--- config.mk ---
export PLATFORM = sky130hd
export DESIGN_NAME = uart_tx_fifo
export DESIGN_NICKNAME = d
export VERILOG_FILES = /design/src/rtl/uart_tx_fifo.sv
export SDC_FILE = /design/constraint.sdc
export NUM_CORES = 1
export LEC_CHECK = 0
export CORE_MARGIN = 2
export CORE_UTILIZATION = 46
export DETAILED_ROUTE_END_ITERATION = 12
export SKIP_CTS_REPAIR_TIMING = 1
export SLEW_MARGIN = 20
export SYNTH_ARGS = -nofsm -noshare
export SYNTH_HDL_FRONTEND = slang
export SYNTH_SLANG_ARGS = --single-unit
--- constraint.sdc ---
create_clock -name clk -period 4.3 [get_ports clk]
set_clock_uncertainty 0.2 [all_clocks]
set_input_delay 0.86 -clock clk [delete_from_list [all_inputs] [get_ports clk]]
set_output_delay 0.86 -clock clk [all_outputs]
set_load 0.01 [all_outputs]
--- src/rtl/uart_tx_fifo.sv ---
// uart_tx_fifo: DEPTH-entry byte FIFO that launches one byte at a time into UART_TX.
// Flags and count are registered; launches wait for tx_active low and one tx_done per byte.
module uart_tx_fifo #(
    parameter int DEPTH  = 16,
    parameter int ADDR_W = 4
) (
    input  logic              clk,
    input  logic              rst,
    input  logic              wr_dv_i,
    input  logic [7:0]        wr_byte_i,
    output logic              full_o,
    output logic              empty_o,
    output logic [ADDR_W:0]   count_o,
    output logic              overflow_o,
    output logic              tx_dv_o,
    output logic [7:0]        tx_byte_o,
    input  logic              tx_active_i,
    input  logic              tx_done_i
);
    localparam int CW = ADDR_W + 1;

    typedef enum logic [1:0] {IDLE, SEND, WAIT_DONE} state_t;

    state_t            state_q, state_d;
    logic [7:0]        mem_q [DEPTH];
    logic [ADDR_W-1:0] wr_ptr_q, rd_ptr_q;
    logic [CW-1:0]     count_q, count_d;
    logic              full_q, empty_q, overflow_q, tx_dv_q, tx_dv_d;
    logic [7:0]        tx_byte_q;
    logic              push, pop;

    // Writes see only the registered full flag, so a same-cycle pop never frees a slot.
    assign push    = wr_dv_i && !full_q;
    assign pop     = (state_q == IDLE) && !empty_q && !tx_active_i;
    assign count_d = count_q + CW'(push) - CW'(pop);

    always_comb begin
        state_d = state_q;
        tx_dv_d = 1'b0;
        case (state_q)
            IDLE: begin
                state_d = pop ? SEND : IDLE;
                tx_dv_d = pop;
            end
            SEND:      state_d = WAIT_DONE;
            WAIT_DONE: state_d = tx_done_i ? IDLE : WAIT_DONE;
            default:   state_d = IDLE;
        endcase
    end

    always_ff @(posedge clk) begin
        if (push) mem_q[wr_ptr_q] <= wr_byte_i;
    end

    always_ff @(posedge clk or posedge rst) begin
        if (rst) begin
            state_q    <= IDLE;
            wr_ptr_q   <= '0;
            rd_ptr_q   <= '0;
            count_q    <= '0;
            full_q     <= 1'b0;
            empty_q    <= 1'b1;
            overflow_q <= 1'b0;
            tx_dv_q    <= 1'b0;
            tx_byte_q  <= 8'h00;
        end else begin
            state_q    <= state_d;
            wr_ptr_q   <= wr_ptr_q + ADDR_W'(push);
            rd_ptr_q   <= rd_ptr_q + ADDR_W'(pop);
            count_q    <= count_d;
            full_q     <= count_d == CW'(DEPTH);
            empty_q    <= count_d == '0;
            overflow_q <= wr_dv_i && full_q;
            tx_dv_q    <= tx_dv_d;
            if (pop) tx_byte_q <= mem_q[rd_ptr_q];
        end
    end

    assign full_o     = full_q;
    assign empty_o    = empty_q;
    assign count_o    = count_q;
    assign overflow_o = overflow_q;
    assign tx_dv_o    = tx_dv_q;
    assign tx_byte_o  = tx_byte_q;
endmodule

==> metrics.cfg, run 1 <==
[sta]
fin_crit_sh_pct = 74.8
rsz0062_at_grt = no
fmax_mhz = 311
max_slew_margin_pct = 34.0
finalSetupTns_ns = 0
final_max_slew_viol_count = 0
worst_pin_slew_ns = 0.989
min_period_ns = 3.22
setup_viol = 0
final_hold_viol_count = 0

[routing]
drt_wl_total_um = 12300
drtIter0Drc = 212
vias = 2927
drc_errors = 0
viasPerCell = 5.44
ant_nets = 0
wl_per_cell_um = 22.8
drt_pass1_iterations = 4

[die]
dieArea_um2 = 14000
die_h_um = 118
die_width_um = 118
core_um2 = 12700
start_util_pct = 47.5
rows = 41
boundaryPins = 30

[cells_and_area]
nFillCells = 973
syn_to_final_growth_pct = 19.8
nets = 376
final_util_pct = 56.9
diodes = 0
drive_gt1_share_pct = 23.0
fin_cells = 538

[critical_path]
slowest_stage = or4_1
r2r.worst_path.cells = 10
rrSetupSlack_ns = 1.42
r2r-end = full_o
end_kind = flip-flop
crit-reg2reg-launch = state_q[0]
cp_cell_sequence = clkdlybuf4s50_1, or4_1, inv_2, ha_1, inv_1, ha_1, fa_1, a21o_1, a21oi_1, xnor2_1, nor3b_1
path_buf_inv = 3
crit_fanout = 5
cp_top_family = adder cells
worst_ep_required_time_ns = 4.43
worst_path_most_repeated_cell = ha_1
path_class = primary input to flip-flop
cpPeakStageDelay_ns = 0.45
cp-start-kind = primary input
arrival_ns = 3.35

[logic_synthesis]
yosysTopAreaCell = edfxtp_1
synth_edf_count = 128
synth_cells = 296
yosysMostFrequentCell = edfxtp_1
synth_top_area_share_pct = 63.9
synth-main-ff-cell = edfxtp_1
syn_avg_cell_area_um2 = 20.3
syn_area_um2 = 6010
synth_common_cells = edfxtp_1, mux4_2, dfrtp_1
synth_cell_types = 29
yosysWarnings = 0
async_flop_share_pct = 16.9
syn-num-nets = 319
ys_seq_area_share_pct = 74.8
ys_seq_elements = 154
ys_top_cells_by_area = edfxtp_1, mux4_2, dfrtp_1, mux2i_1, ha_1

[placed_design]
place_congestion = 0.787
place_inst = 506
place.port_buffers = 29
dpl.hpwl_um = 7720

[grt]
grt_pass1_wl_um = 18700
grt_max_degree = 25
antenna_found_initial = 0
grt_pass1_vias = 3000
grt_use_total_pct = 19.1
grt-ovfl-total = 0

[clock_tree]
cts_inserted_buffers = 17
cts-root-buf = clkbuf_16
cts_tree = built
numClockSinks = 154
cts_max_level = 4
clk_path_buf_depth = 2
worstSkewPairLatency_ns = 0.42
clk_pin_slew_worst_paths_ns = 0.06

[worst_hold_path]
hold_path.startpoint = tx_byte_o[6]
hold_depth = 1
hold_path_end = tx_byte_o[6]
worst_hold_path_type = flip-flop to flip-flop

[power_and_ir_drop]
max-vdd-ir-drop_mv = 0.336
power.leakage_uw = 0.00257
power.density_nw_per_um2 = 690

[job]
max-cap-violations = 0

[outcome]
status = finished, final reports clean

## worst max-delay path by stage
stage,from,depth (start not counted),to,slack (ns)
after detailed placement,tx_active_i,11,full_o,0.67
after global routing,tx_active_i,11,full_o,0.95
final,tx_active_i,11,full_o,1.08
after global placement,tx_active_i,11,full_o,0.71
after CTS,tx_active_i,11,full_o,1.09
after floorplan,tx_active_i,9,full_o,1.10
## sequential cells by signal, indices dropped and copies added (netlist names)
| name | count |
|---|---|
| mem_q | 128 |
| tx_byte_o | 8 |
| count_o | 5 |
| rd_ptr_q | 4 |
| wr_ptr_q | 4 |
| state_q | 2 |
| empty_o | 1 |
| full_o | 1 |
| overflow_o | 1 |
## where the power goes
part / leakage, uW / internal [uW] / switching [uW]
clock network: 0.000289 / 959 / 559
registers: 0.00147 / 1870 / 228
logic: 0.000811 / 728 / 626
total: 0.00257 / 3560 / 1410
## worst reg2reg max path, stage by stage, from the launching register on
cell	delay, ns
dfrtp_1	0.40
or4_1	0.56
inv_2	0.12
ha_1	0.12
inv_1	0.04
ha_1	0.20
fa_1	0.42
a21o_1	0.20
a21oi_1	0.18
xnor2_1	0.17
nor3b_1	0.19
## cells by family (layout without fill, tap and decap cells)
family	count (synthesis)	after routing	share of synthesized area, %
buffers and inverters	20	90	1.77
AOI/OAI and AO/OA	18	18	2.02
muxes	48	48	15.1
DFF	154	154	74.8
xor gates and xnor gates	8	8	1.17
and+or+nand+nor	38	38	3.02
adders and majority gates	10	10	2.21
## cells in the final DEF, fill, tap and decap left out, types with 5 or more instances in the layout
cell,n
mux4_2,30
buf_4,20
xnor2_1,5
ha_1,9
nor3_1,5
dfrtp_1,24
clkdlybuf4s50_1,29
a21o_1,9
mux2i_1,14
edfxtp_1,128
inv_1,6
o22ai_1,7
nor2_1,17
clkbuf_16,17
## final cells by class
type	count	area, um^2	area share (%)
Inverter	9	33.8	0.469
Sequential cell	154	4500	62.4
Clock inverter	15	181	2.52
Timing Repair Buffer	49	440	6.11
Multi-Input combinational cell	122	1410	19.6
Clock buffer	17	425	5.90
Tap cell	172	215	2.99
## metal layers
metal,vias to the layer above,track usage [%],share of wire (%)
met1,1535,26.9,47
met2,80,29.3,48
li1,1298,-,-
met3,14,4.49,3.7
met5,-,0,0
met4,0,6.78,1.2
## stage by stage
stage	power (uW)	area, um^2	setup slack, ns	hold slack (ns)
2_1_floorplan	3030	6010	1.10	0.277
5_1_grt	5230	7200	0.949	0.308
6_report	4970	7200	1.08	0.281
3_5_place_dp	3510	6600	0.665	0.273
4_1_cts	5040	7200	1.09	0.287
3_3_place_gp	3480	6600	0.715	0.263
No activity file was read; power rests on OpenSTA's default activity.
==> run 2, diff against run 1 <==
==> constraint.sdc (replaced) <==
create_clock -name clk -period 3.3 [get_ports clk]
set_clock_uncertainty 0.2 [all_clocks]
set_input_delay 0.66 -clock clk [delete_from_list [all_inputs] [get_ports clk]]
set_output_delay 0.66 -clock clk [all_outputs]
set_load 0.01 [all_outputs]
==> run 2 against run 1 <==
Net effect: wire length fell by 5.9%; cell area grew 0.92%; non-clock buffer count grew 11; worst setup slack lost 0.75 ns; first-iteration DRC count down 3.3%; worst hold slack got worse by 0.0053 ns; sequential power grew 30%; critical path type unchanged; largest cell class unchanged.
==> metrics.cfg, run 2 (synthesis gave the netlist of run 1 again) <==
[routing]
drc_errors = 0
vias = 2926
ant_nets = 0
drt_pass1_iterations = 4
drt_wl_total_um = 11500
viasPerCell = 5.33
wl_per_cell_um = 21.0
drtIter0Drc = 205

[die]
start_util_pct = 47.5
rows = 41
die_h_um = 118
dieArea_um2 = 14000
die_width_um = 118
boundaryPins = 30
core_um2 = 12700

[clock_tree]
clk_pin_slew_worst_paths_ns = 0.06
worstSkewPairLatency_ns = 0.42
cts_inserted_buffers = 17
clk_path_buf_depth = 2
cts-root-buf = clkbuf_16
numClockSinks = 154
cts_tree = built
cts_max_level = 4

[cells_and_area]
syn_to_final_growth_pct = 20.9
seqCellArea_um2 = 4500
nets = 387
largest_reg_flops = 128
final_common_cell = edfxtp_1
diodes = 0
largest_register = mem_q
nFillCells = 970
final_cell_mix = edfxtp_1, mux4_2, buf_4, clkdlybuf4s50_1, dfrtp_1
drive_gt1_share_pct = 26.3
multi_input_area_um2 = 1410

[grt]
grt-ovfl-total = 0
grt_pass1_vias = 3090
grt_use_total_pct = 18.3
antenna_found_initial = 0
grt_max_degree = 22
grt_pass1_wl_um = 18200

[critical_path]
cp-start-kind = primary input
arrival_ns = 3.09
crit_fanout = 3
worst_ep_required_time_ns = 3.43
end_kind = flip-flop
path_class = primary input to flip-flop

[sta]
worst_pin_slew_ns = 0.853
final_max_slew_viol_count = 0
setup_viol = 0
max_slew_margin_pct = 43.0
rsz0062_at_grt = no
final_hold_viol_count = 0
fmax_mhz = 338
fin_crit_sh_pct = 89.8
min_period_ns = 2.96
finalWorstSetupSlack_ns = 0.337
finalSetupTns_ns = 0

[job]
max-cap-violations = 0

[power_and_ir_drop]
power_frac_seq_pct = 42.4
max-vdd-ir-drop_mv = 0.391
swShare_pct = 29.3
clkPwrFrac_pct = 29.1
p_int_uw = 4550
power.leakage_uw = 0.00262
combPwrFrac_pct = 28.5
power.density_nw_per_um2 = 884
switchingPower_uw = 1880

[outcome]
status = finished, final reports clean

[placed_design]
place_congestion = 0.773
place.port_buffers = 29
dpl.hpwl_um = 7770
pre_cts_slack_ns = -0.0814

[worst_hold_path]
worst_hold_path_type = flip-flop to flip-flop

run 2: power by group through the flow:
stage / clock network, uW / registers, uW / logic [uW]
global route: 2000 / 2780 / 2000
detailed placement: 0 / 2770 / 1870
floorplan: 0 / 2630 / 1310
global placement: 0 / 2760 / 1840
finish: 1870 / 2720 / 1830
CTS: 1920 / 2730 / 1870
run 2: metrics by stage:
stage	total power [uW]	util (%)	cell area (um^2)	hold slack, ns	cells
after floorplan	3940	-	6010	0.277	296
after global placement	4600	52.8	6690	0.261	517
after detailed placement	4640	52.8	6690	0.266	517
after CTS	6520	57.4	7270	0.280	549
after global routing	6770	57.4	7270	0.288	549
final	6430	57.4	7270	0.275	549
run 2: final timing paths:
path / from / endpoint / cells past startpoint / slack (ns)
hold / removal: tx_byte_o[6] / tx_byte_o[6] / 1 / 0.28
hold reg to reg: tx_byte_o[6] / tx_byte_o[6] / 1 / 0.28
setup reg to reg: state_q[0] / full_o / 10 / 0.47
setup / recovery: tx_active_i / full_o / 11 / 0.34
min in group asynchronous: rst / tx_byte_o[3] / 2 / 0.53
max in group asynchronous: rst / count_o[3] / 3 / 1.76
run 2: critical path: stages:
cell	delay, ns
clkdlybuf4s50_1	0.39
or4_1	0.44
inv_2	0.08
ha_1	0.11
inv_1	0.04
ha_1	0.20
fa_1	0.41
a21o_1	0.20
a21oi_1	0.17
xnor2_1	0.17
nor3b_1	0.22
run 2: area by class of cell:
type / instances / area share [%]
Multi-Input combinational cell: 122 / 19.4
Tap cell: 172 / 2.96
Sequential cell: 154 / 61.8
Clock inverter: 15 / 2.10
Clock buffer: 17 / 5.85
Timing Repair Buffer: 60 / 7.37
Inverter: 9 / 0.465
run 2: per-layer routing:
metal  wire (um)  part of all wire (%)  up-vias  track usage (%)
met5           0                     0        -                0
met1        5220                    45     1494             25.6
met2        5330                    46       92             27.1
met3         746                   6.5       16             5.60
li1            -                     -     1324                -
met4         242                   2.1        0             7.15
